### config.mk
export PLATFORM = sky130hd
export DESIGN_NAME = mt_next_pc
export DESIGN_NICKNAME = d
export VERILOG_FILES = /design/src/rtl/mt_next_pc.sv
export SDC_FILE = /design/constraint.sdc
export NUM_CORES = 1
export LEC_CHECK = 0
export CORE_AREA = 2 2 410 412
export CTS_BUF_LIST = sky130_fd_sc_hd__clkbuf_4 sky130_fd_sc_hd__clkbuf_8 sky130_fd_sc_hd__clkbuf_16
export DETAILED_ROUTE_END_ITERATION = 7
export DIE_AREA = 0 0 412 414
export GPL_TIMING_DRIVEN = 0
export PLACE_DENSITY = 0.43
export RECOVER_POWER = 50
export SETUP_SLACK_MARGIN = 0.2
export SLEW_MARGIN = 0
export SYNTH_ARGS = -nofsm -noshare
export SYNTH_HDL_FRONTEND = slang
export SYNTH_SLANG_ARGS = --single-unit
### constraint.sdc
create_clock -name clk_i -period 7.8 [get_ports clk_i]
set_clock_uncertainty 0.2 [all_clocks]
set_input_delay 1.17 -clock clk_i [delete_from_list [all_inputs] [get_ports clk_i]]
set_output_delay 1.17 -clock clk_i [all_outputs]
set_load 0.005 [all_outputs]
### src/rtl/mt_next_pc.sv
// mt_next_pc: keeps one PC per hardware thread, resolves each thread's redirects by
// fixed priority, and round-robin arbitrates one fetch request per cycle to the IF stage.
// Ports: clk_i/rst_ni (async, active-high), per-thread boot/enable, the fetch valid/ready
// handshake (addr + tid), the bp/replay/mispredict/eret/trap/commit/debug redirect inputs,
// and thread_pc_o for observability.
// Latency: outputs are combinational from state (zero-cycle). Backpressure: with
// fetch_ready_i low, PCs and rr pointer hold; only a redirect can change the grant.
module mt_next_pc #(
  parameter int unsigned     VLEN             = 64,
  parameter int unsigned     FETCH_ALIGN_BITS = 3,
  parameter int unsigned     NR_THREADS       = 2,
  parameter int unsigned     TID_W            = (NR_THREADS > 1) ? $clog2(NR_THREADS) : 1,
  parameter logic [VLEN-1:0] DEBUG_PC         = VLEN'('h800)
) (
  input  logic                       clk_i,
  input  logic                       rst_ni,
  input  logic [NR_THREADS*VLEN-1:0] boot_addr_i,
  input  logic [NR_THREADS-1:0]      thread_en_i,
  output logic                       fetch_valid_o,
  input  logic                       fetch_ready_i,
  output logic [VLEN-1:0]            fetch_addr_o,
  output logic [TID_W-1:0]           fetch_tid_o,
  input  logic                       bp_valid_i,
  input  logic [TID_W-1:0]           bp_tid_i,
  input  logic [VLEN-1:0]            predict_address_i,
  input  logic [NR_THREADS-1:0]      replay_i,
  input  logic [NR_THREADS-1:0]      mispredict_i,
  input  logic [NR_THREADS-1:0]      eret_i,
  input  logic [NR_THREADS-1:0]      ex_valid_i,
  input  logic [NR_THREADS-1:0]      set_pc_commit_i,
  input  logic [NR_THREADS-1:0]      set_debug_pc_i,
  input  logic [NR_THREADS-1:0]      halt_i,
  input  logic [NR_THREADS*VLEN-1:0] replay_addr_i,
  input  logic [NR_THREADS*VLEN-1:0] target_address_mispredict_i,
  input  logic [NR_THREADS*VLEN-1:0] eret_pc_i,
  input  logic [NR_THREADS*VLEN-1:0] trap_vector_base_i,
  input  logic [NR_THREADS*VLEN-1:0] pc_commit_i,
  output logic [NR_THREADS*VLEN-1:0] thread_pc_o
);

  localparam int unsigned BLK_W = VLEN - FETCH_ALIGN_BITS;

  typedef enum logic {
    ST_BOOT = 1'b0,
    ST_RUN  = 1'b1
  } state_e;

  state_e                             state_q [NR_THREADS];
  state_e                             state_d [NR_THREADS];
  logic   [NR_THREADS-1:0][VLEN-1:0]  pc_q;
  logic   [NR_THREADS-1:0][VLEN-1:0]  pc_d;
  logic   [NR_THREADS-1:0][VLEN-1:0]  eff;
  logic   [NR_THREADS-1:0][VLEN-1:0]  seq_pc;
  logic   [NR_THREADS-1:0]            bp_hit;
  logic   [NR_THREADS-1:0]            redirected;
  logic   [NR_THREADS-1:0]            eligible;
  logic   [TID_W-1:0]                 rr_q;
  logic   [TID_W-1:0]                 rr_d;
  logic   [TID_W-1:0]                 grant;
  logic                               any_elig;
  logic                               handshake;

  // Effective PC, redirect detection and eligibility per thread.
  // A redirected thread is masked from arbitration so a stale address is never fetched.
  always_comb begin
    for (int unsigned t = 0; t < NR_THREADS; t++) begin
      eff[t]        = (state_q[t] == ST_BOOT) ? boot_addr_i[t*VLEN +: VLEN] : pc_q[t];
      bp_hit[t]     = bp_valid_i && (bp_tid_i == TID_W'(t));
      redirected[t] = set_debug_pc_i[t] | set_pc_commit_i[t] | ex_valid_i[t] | eret_i[t]
                    | mispredict_i[t] | replay_i[t] | bp_hit[t];
      eligible[t]   = thread_en_i[t] & ~redirected[t];
      // Next fetch block: drop the offset within the block, step one block (wraps).
      seq_pc[t]     = {eff[t][VLEN-1:FETCH_ALIGN_BITS] + BLK_W'(1), {FETCH_ALIGN_BITS{1'b0}}};
    end
  end

  // Round-robin arbiter: first eligible thread at or after rr_q, modulo NR_THREADS.
  always_comb begin
    any_elig = 1'b0;
    grant    = '0;
    for (int unsigned k = 0; k < NR_THREADS; k++) begin
      if (!any_elig && eligible[(32'(rr_q) + k) % NR_THREADS]) begin
        any_elig = 1'b1;
        grant    = TID_W'((32'(rr_q) + k) % NR_THREADS);
      end
    end
  end

  assign handshake = any_elig & fetch_ready_i;

  // Pointer moves past the granted thread only when the request is actually taken.
  always_comb begin
    rr_d = rr_q;
    if (handshake) begin
      rr_d = (grant == TID_W'(NR_THREADS - 1)) ? '0 : grant + TID_W'(1);
    end
  end

  // Next-state logic: BOOT is left on the first edge after reset, whatever happens
  // that cycle (the boot address is folded into eff), and RUN is absorbing.
  always_comb begin
    for (int unsigned t = 0; t < NR_THREADS; t++) begin
      state_d[t] = ST_RUN;
    end
  end

  // Next PC per thread; highest-priority redirect first, then sequential advance,
  // otherwise hold eff (which in BOOT latches the boot address into pc_q).
  always_comb begin
    for (int unsigned t = 0; t < NR_THREADS; t++) begin
      if (set_debug_pc_i[t]) begin
        pc_d[t] = DEBUG_PC;
      end else if (set_pc_commit_i[t]) begin
        // A halted commit re-executes the same instruction, so no step.
        pc_d[t] = pc_commit_i[t*VLEN +: VLEN] + (halt_i[t] ? VLEN'(0) : VLEN'(4));
      end else if (ex_valid_i[t]) begin
        pc_d[t] = trap_vector_base_i[t*VLEN +: VLEN];
      end else if (eret_i[t]) begin
        pc_d[t] = eret_pc_i[t*VLEN +: VLEN];
      end else if (mispredict_i[t]) begin
        pc_d[t] = target_address_mispredict_i[t*VLEN +: VLEN];
      end else if (replay_i[t]) begin
        pc_d[t] = replay_addr_i[t*VLEN +: VLEN];
      end else if (bp_hit[t]) begin
        pc_d[t] = predict_address_i;
      end else if (handshake && (grant == TID_W'(t))) begin
        pc_d[t] = seq_pc[t];
      end else begin
        pc_d[t] = eff[t];
      end
    end
  end

  // State register.
  always_ff @(posedge clk_i or posedge rst_ni) begin
    if (rst_ni) begin
      pc_q <= '0;
      rr_q <= '0;
      for (int unsigned t = 0; t < NR_THREADS; t++) begin
        state_q[t] <= ST_BOOT;
      end
    end else begin
      pc_q <= pc_d;
      rr_q <= rr_d;
      for (int unsigned t = 0; t < NR_THREADS; t++) begin
        state_q[t] <= state_d[t];
      end
    end
  end

  // Outputs are forced quiet while reset is held so in-flight requests drop at once.
  always_comb begin
    fetch_valid_o = 1'b0;
    fetch_addr_o  = '0;
    fetch_tid_o   = '0;
    thread_pc_o   = '0;
    if (!rst_ni) begin
      fetch_valid_o = any_elig;
      fetch_addr_o  = eff[grant];
      fetch_tid_o   = grant;
      thread_pc_o   = pc_q;
    end
  end

endmodule

# Word level (Yosys, flattened, before mapping)
# Cells that the tools add are included.
# op_classes
n_addsub,6
order_cmp,3
muxes,35
n_bitwise,19
reduce_logical,6
# op_table
op,n
$mux 64,21
$add 64x3->64,2
$mux 128,1
$add 61x1->61 const B,2
$or 1x1->1,12
$mux 1,11
$lt 1x2->1 const B,3
$mux 3,2
$logic_and 1x1->1,5
$not 1->1,4
$and 1x1->1,3
$add 1x1->1 const B,2
$logic_not 1->1,1
# totals
regBits,130
inputBits,853
out_inout_bits,194
elab_cells,73

# Logic depth before layout (Yosys ltp)
# Gate-level depths: netlist (run 1).
# logic_depth
depth_word,24
mapped_depth,16
ltp_nobuf,10

# Worst setup path after synthesis (run 1)
# No wires, ideal clock.
# synth_path
path_type,input-to-output
startpoint,input rst_ni
endpoint,output fetch_addr_o[33]
arrival_time_ns,5.785
t_required_ns,6.430
setup_slack_ns,0.645
stages,3
n_path_buf,1
path_cell_list,inv_1 > clkbuf_1 > and3_1
# synth_via
elab_chain_len,1
# synth_lines
item,line_no,source
"start, declared",16,"input logic rst_ni,"
$mux 64,157,if (!rst_ni) begin
"end, declared",21,"output logic [VLEN-1:0] fetch_addr_o,"
# No other way between the ends.

# Worst setup path after layout (run 1)
# layout_path
startpoint,input set_debug_pc_i[1]
endpoint,output fetch_addr_o[39]
# layout_via
elab_chain_len,17
elab_cells_between_ends,20
classes_between,mux: 10; bitwise: 8; reduce/logical: 2
# layout_lines
item,line_no,source
"start, declared",31,"input logic [NR_THREADS-1:0] set_debug_pc_i,"
$or 1x1->1 * (3 in series),69,redirected[t] = set_debug_pc_i[t] | set_pc_commit_i[t] | ex_valid_i[t] | eret_i[t]
$or 1x1->1 * (3 in series),70,| mispredict_i[t] | replay_i[t] | bp_hit[t];
$not 1->1 *,71,eligible[t] = thread_en_i[t] & ~redirected[t];
$and 1x1->1 *,71,
$mux 1 (implied by the code) (2 in series),82,if (!any_elig && eligible[(32'(rr_q) + k) % NR_THREADS]) begin
$mux 1,82,
$logic_not 1->1,82,
$logic_and 1x1->1,82,
$mux 1 *,82,
$mux 64 (implied by the code) * (2 in series),159,fetch_addr_o = eff[grant];
$mux 64 *,157,
# Every way passes the cells marked *; elsewhere a longest branch is shown, timed or not. The select of a mux whose other input is x is not followed.

==> out/results.txt, run 1 <==
Worst skew pair latency - 0.54 ns
CTS Buffer Depth - 2
Vias in the first global route - 31450
Placed Instances - 6109
Mapped Area - 20100 um2
Slew at the pin closest to its max-slew limit - 2.23 ns
CP max FO - 10
Critical path arrival - 6.17 ns
Die Ht - 414 um
Unrepaired setup endpoints after global routing - false
Crit end category - output pin
Register area share after synthesis - 16.2%
Post-synth top cells - nor2_1 (286), nand2_1 (271), clkbuf_1 (166), a21oi_1 (163), nand3_1 (146)
Relative slew slack - -52.7%
Routed vias - 32348
CTS tree - built
Synth area leaders - dfrtp_1 (16%), nor2_1 (5.3%), nand2_1 (5.1%), xnor2_1 (4.9%), nor2b_1 (4.5%)
Count leader, synth - nor2_1
Post-route antenna net violation count - 0
# clock sinks - 130
Failing checks - capacitance limit, slew limit
DR pass1 iterations - 6
Synth Instances - 2859
Lkg Pwr - 11.5 nW
Residual DRC count - 0
Setup CP Type - in -> out
GP Congestion - 1.04
Outcome - complete, but fails checks
Mean post-synth cell area - 7.02 um2
Initial core utilization - 12.1%
Final Instance Count excl. Fillers - 6244
Layout cells sized above 1 - 4.04%
DIE AREA - 171000 um2
Worst EP required - 6.43 ns
Dpl ws - -0.388 ns
Pint - 0.00195 W
GRT Total Usage - 33.2%
Sequential fraction of design power - 22.5%
Drt wl/cell - 47.4 um
Area grow syn2layout - 70.3%
Sw Ratio - 47.5%
CP max-delay cell - nor4b_2
Asr flop ratio synth - 100%
Endpoints failing setup - 0
Worst setup margin - 0.258 ns
Yosys Warn Count - 0
Crit path max-delay family - simple AND/OR/NAND/NOR gates
Fin crit period - 7.54 ns
Synthesized Nets - 3718
Nets - 4785
Routed WL - 296 mm
Slew Viols, Final - 46
Clk slew on worst S/H paths - 0.07 ns
Hold WC Path Type - reg -> reg
CTS Buf Count - 17
Max IR drop VDD - 174 uV
Cts hold-fix bufs - 0
Post-synth top area share - 16.2%
Primary FF master, synth - dfrtp_1
Fin. Hold Viols - 0
Setup TNS - 0 ns
Routed vias/inst - 5.18
CTS root buffer - clkbuf_16
CP cell instances - dlygate4sd3_1, nor4b_2, nand2_1, nor2_2, clkbuf_2, nor2_1, a211oi_1, clkdlybuf4s50_1
PortBufs - 1040
Clk network pwr share - 24.4%
Initial drt markers - 4002
Yosys top cell by area - dfrtp_1
Number of synthesized flops with an enable pin - 0
Pwr/cell area - 108 nW/um2
Rows - 150
CP peak stage delay - 0.99 ns
Core area - 166000 um2
Largest net degree at the start of global routing - 45
Num ports - 1047
Achievable clock frequency - 133 MHz
Max-cap viol count - 5
Sw Pwr - 0.00176 W
Worst hold slack - 0.365 ns
First-pass GRT wire length - 364 mm
Grt ovf - 0
Final Cycle Share - 96.7%
Post-DP HPWL - 260 mm
Yosys cell types - 87
Combinational Power Share - 53.1%
Initial antenna violation count - 214
Chip width - 412 um
Crit path buffers/inverters - 3
Total power - 0.00371 W
H-tree Lvls - 4
FF+latch count, synth - 130
Setup crit start kind - input port
power by group through the flow:
stage                     Sequential (W)  Clock, W  Combinational (W)
after floorplan                 0.000769         0           0.000599
after global placement          0.000841         0            0.00192
after detailed placement        0.000838         0            0.00192
after CTS                       0.000827  0.000913            0.00193
after global routing            0.000830  0.000927            0.00199
final                           0.000834  0.000903            0.00197
layout make-up:
type	instances	area, um2
diodes	101	253
plain buffers	219	895
clock buffers	18	433
clock inverters	14	130
fillers	19049	132000
inverters	44	165
multi-input cells	2465	15800
flip-flops and latches	130	3250
well taps	2204	2760
repair buffers	1049	10500
through the flow:
| stage | util (%) | instance area [um2] |
|---|---|---|
| after floorplan | - | 20100 |
| after global placement | 20.0 | 33300 |
| after detailed placement | 20.1 | 33400 |
| after CTS | 20.4 | 34000 |
| after global routing | 20.5 | 34100 |
| final | 20.6 | 34200 |
registers in the layout, summed over array words and instances, names as in the netlist:
name	count
rr_q	1
pc_q	128
state_q	1
metal layers:
layer / track usage [%] / part of all wire (%) / wire, um / vias up
li1: - / - / - / 13117
met1: 35.7 / 36 / 106000 / 16219
met2: 56.2 / 48 / 142000 / 2215
met3: 9.85 / 8.7 / 25800 / 673
met4: 22.2 / 7.3 / 21600 / 124
met5: 0 / 0.27 / 795 / -
placed cells by master (no fill, tap or decap), types with 16 or more instances in the layout:
master / Yosys / layout
mux2i_1: 81 / 81
dlygate4sd3_1: 0 / 54
nor2_1: 286 / 285
and3_1: 40 / 40
a2111oi_0: 20 / 21
a21oi_1: 163 / 163
dfrtp_1: 130 / 130
clkbuf_1: 166 / 170
inv_1: 40 / 40
and4_1: 19 / 19
nand2_1: 271 / 271
nor3_1: 89 / 87
diode_2: 0 / 101
clkbuf_16: 0 / 17
o221ai_1: 32 / 32
xor2_1: 83 / 83
buf_2: 28 / 24
nand3b_1: 37 / 37
o21ai_0: 135 / 135
xnor2_1: 113 / 113
a22oi_1: 24 / 24
o22ai_1: 47 / 47
mux2_2: 47 / 46
o21a_1: 27 / 27
a21o_1: 16 / 16
clkdlybuf4s50_1: 0 / 986
nand2b_1: 24 / 24
nor4_1: 53 / 52
nor2b_1: 143 / 143
or3_1: 25 / 25
a211oi_1: 88 / 86
and2_1: 21 / 20
a221oi_1: 68 / 68
nand3_1: 146 / 145
nand4_1: 80 / 80
a31oi_1: 35 / 35
o211ai_1: 44 / 44
path summary, 6_finish.rpt:
path	start	end	slack [ns]	cells past startpoint
min in group asynchronous	rst_ni	pc_q[84]$_DFF_PP0_	2.05	3
worst min register to register	rr_q$_DFFE_PP0P_	rr_q$_DFFE_PP0P_	0.37	1
max in group asynchronous	rst_ni	pc_q[55]$_DFF_PP0_	3.95	5
worst max-delay path	set_debug_pc_i[1]	fetch_addr_o[39]	0.26	8
worst max register to register	state_q[0]$_DFF_PP0_	pc_q[53]$_DFF_PP0_	0.77	16
worst min-delay path	rr_q$_DFFE_PP0P_	rr_q$_DFFE_PP0P_	0.37	1
logic make-up after synthesis:
| kind of cell | count (synthesis) | synth area share [%] |
|---|---|---|
| and+or+nand+nor | 1290 | 33.2 |
| AOI/OAI and AO/OA | 838 | 29.1 |
| buffers and inverters | 264 | 5.26 |
| xor gates and xnor gates | 196 | 8.55 |
| muxes | 134 | 7.35 |
| DFF | 130 | 16.2 |
| adders and majority gates | 6 | 0.374 |
| other | 1 | 0.0187 |
timing repair:
item	CTS	global route
pin swaps	0	1
buffers inserted	0	3
endpoints found under the setup margin	26	3
gates resized for setup	9	0
cloned	0	0
(Power assumes the default switching activity.)
==> run 2, diff against run 1 <==
Settings changed: CTS_BUF_LIST sky130_fd_sc_hd__clkbuf_4 sky130_fd_sc_hd__clkbuf_8 sky130_fd_sc_hd__clkbuf_16 to unset.
==> run 2 against run 1 <==
  * The run still ends with capacitance limit, slew limit left
  * Critical path depth unchanged
  * First-iteration DRC count unchanged
  * Non-clock buffer count is the same
  * Sequential power about the same
  * Flip-flop and latch count is the same
  * Die area unchanged
  * Utilization about the same
  * Critical endpoint unchanged
  * Largest cell class unchanged
  * Largest power group unchanged
==> out/results.txt, run 2 (synthesized netlist as in run 1, its figures left out) <==
Outcome - complete, but fails checks
Failing checks - capacitance limit, slew limit
Critical path arrival - 6.20 ns (+0.03 ns)
CTS Buffer Depth - 2 (unchanged)
Fin. Hold Viols - 0 (unchanged)
CTS tree - built
Final Instance Count excl. Fillers - 6242 (-0.032%)
Fin crit period - 7.57 ns (+0.0306 ns)
CP peak stage delay - 1.01 ns (+0.02 ns)
Hold EP - rr_q$_DFFE_PP0P_
Crit path max-delay family - simple AND/OR/NAND/NOR gates
Relative slew slack - -52.3% (+0.39 points)
Routed WL - 296 mm (about the same)
Worst setup margin - 0.227 ns (-0.0306 ns)
Largest net degree at the start of global routing - 45 (unchanged)
Initial drt markers - 4002 (unchanged)
Setup CP Type - in -> out
Slew at the pin closest to its max-slew limit - 2.23 ns (-0.00573 ns)
Unrepaired setup endpoints after global routing - false
Met3 wire length - 25.6 mm (-0.53%)
Max FFs per register - 128 (unchanged)
DR pass1 iterations - 6 (unchanged)
Crit path buffers/inverters - 3 (unchanged)
Pwr/cell area - 108 nW/um2 (about the same)
Worst EP required - 6.43 ns (about the same)
Rows - 150 (unchanged)
RR Endpoint - pc_q[53]$_DFF_PP0_
Grt ovf - 0 (unchanged)
R2R setup slack - 0.77 ns (about the same)
Combinational Power Share - 53.2% (about the same)
Layout cells sized above 1 - 4.01% (-0.025 points)
Placed Instances - 6109 (unchanged)
Lkg Pwr - 11.5 nW (about the same)
Total area of multi-input combinational cells - 15800 um2 (unchanged)
# clock sinks - 130 (unchanged)
CP cell instances - dlygate4sd3_1, nor4b_2, nand2_1, nor2_2, clkbuf_2, nor2_1, a211oi_1, clkdlybuf4s50_1
CP max-delay cell - nor4b_2
Max-cap viol count - 5 (unchanged)
Endpoints failing setup - 0 (unchanged)
Post-route antenna net violation count - 0 (unchanged)
Clk slew on worst S/H paths - 0.07 ns (about the same)
Final Cycle Share - 97.1% (+0.39 points)
GP Congestion - 1.04 (unchanged)
Worst skew pair latency - 0.54 ns (about the same)
R2r worst-path depth - 16 (unchanged)
Slew Viols, Final - 46 (unchanged)
CTS Buf Count - 17 (unchanged)
Die Ht - 414 um (unchanged)
Max layer used - met5
H-tree Lvls - 4 (unchanged)
Sw Ratio - 47.5% (about the same)
Largest reg by FF count - pc_q
Seq. cell area - 3250 um2 (unchanged)
Commonest non-fill, non-tap cells in the layout - clkdlybuf4s50_1 (986), nor2_1 (285), nand2_1 (271), clkbuf_1 (171), a21oi_1 (163)
DR WL met2 - 142 mm (about the same)
CP max FO - 10 (unchanged)
Hold Startpoint - rr_q$_DFFE_PP0P_
Max IR drop VDD - 175 uV (about the same)
Vias in the first global route - 31450 (unchanged)
Area grow syn2layout - 70.3% (about the same)
PortBufs - 1040 (unchanged)
Setup crit start kind - input port
Core area - 166000 um2 (unchanged)
Hold path cells - 1 (unchanged)
Initial antenna violation count - 214 (unchanged)
First-pass GRT wire length - 364 mm (unchanged)
Drt wl/cell - 47.4 um (about the same)
CTS root buffer - clkbuf_16
Pint - 0.00194 W (-0.18%)
Final standard cell utilization of the core - 20.6% (about the same)
GRT Total Usage - 33.2% (unchanged)
Hold WC Path Type - reg -> reg
Dpl ws - -0.388 ns (unchanged)
Crit end category - output pin
Met1 wire length - 106 mm (+0.11%)
Routed vias - 32346 (-0.0062%)
Filler Cell Count - 19048 (-0.0052%)
Regs by FF count - pc_q (128), rr_q (1), state_q (1)
Sequential fraction of design power - 22.5% (about the same)
Post-DP HPWL - 260 mm (unchanged)
Achievable clock frequency - 132 MHz (-0.41%)
Sw Pwr - 0.00176 W (about the same)
Clk network pwr share - 24.3% (about the same)
R2R Path Start - state_q[0]$_DFF_PP0_
Nets - 4785 (unchanged)
DIE AREA - 171000 um2 (unchanged)
Commonest non-fill, non-tap cell in the layout - clkdlybuf4s50_1
Num ports - 1047 (unchanged)
Routed vias/inst - 5.18 (about the same)
Residual DRC count - 0 (unchanged)
Chip width - 412 um (unchanged)
Initial core utilization - 12.1% (unchanged)
Cts hold-fix bufs - 0 (unchanged)
-- run 2: cell types whose count changed in the layout (fill, tap and decap cells not counted), sizes merged --
cell   change
diode      -2
-- run 2: routing by layer --
metal / track usage [%] / vias up
li1: - / 13112
met1: 35.7 / 16222
met2: 56.2 / 2214
met5: 0 / -
met3: 9.85 / 674
met4: 22.2 / 124
-- run 2: cell type report --
| class | instances | area share, % |
|---|---|---|
| Clock inverter | 14 | 0.381 |
| Inverter | 44 | 0.483 |
| Buffer | 219 | 2.62 |
| Antenna cell | 99 | 0.725 |
| Sequential cell | 130 | 9.51 |
| Timing Repair Buffer | 1049 | 30.8 |
| Clock buffer | 18 | 1.26 |
| Tap cell | 2204 | 8.06 |
| Multi-Input combinational cell | 2465 | 46.2 |
-- run 2: worst reg2reg max path, cell delays in order (launching register included) --
cell and delay [ns]:
dfrtp_1 0.33, buf_2 0.19, buf_6 0.18, buf_2 0.51
buf_2 0.58, buf_4 0.45, buf_2 0.48, buf_4 0.44
buf_2 0.49, a21o_1 0.24, ha_1 0.26, nand3_2 0.21
buf_2 0.33, nor3_1 0.91, nand4_1 0.40, xnor2_1 0.43
a21oi_1 0.22
-- run 2: worst max path at each step --
stage	to	startpoint	cells after the start
finish	fetch_addr_o[39]	set_debug_pc_i[1]	8
floorplan	fetch_addr_o[33]	rst_ni	3
global placement	fetch_addr_o[37]	rst_ni	5
CTS	fetch_addr_o[39]	set_debug_pc_i[1]	8
global route	fetch_addr_o[31]	set_debug_pc_i[1]	8
detailed placement	fetch_addr_o[25]	bp_tid_i	9
-- run 2: timing repair --
item / in CTS / in global routing
pin swaps: 0 / 1
gates resized for setup: 9 / 0
setup buffers: 0 / 3
endpoints found under the setup margin: 26 / 3
-- run 2: power by group through the flow --
stage / Sequential (W) / Combinational, W / Clock (W)
floorplan: 0.000769 / 0.000599 / 0
global placement: 0.000841 / 0.00192 / 0
detailed placement: 0.000838 / 0.00192 / 0
CTS: 0.000827 / 0.00193 / 0.000909
global route: 0.000830 / 0.00199 / 0.000923
finish: 0.000834 / 0.00197 / 0.000900
-- run 2: per-stage QoR --
step	hold WS, ns	TNS (ns)	area [um2]	power (W)
detailed placement	0.347	-0.721	33400	0.00276
floorplan	0.322	0	20100	0.00137
CTS	0.364	0	34000	0.00367
global route	0.377	0	34100	0.00374
finish	0.364	0	34200	0.00370
global placement	0.344	-697.59	33300	0.00276
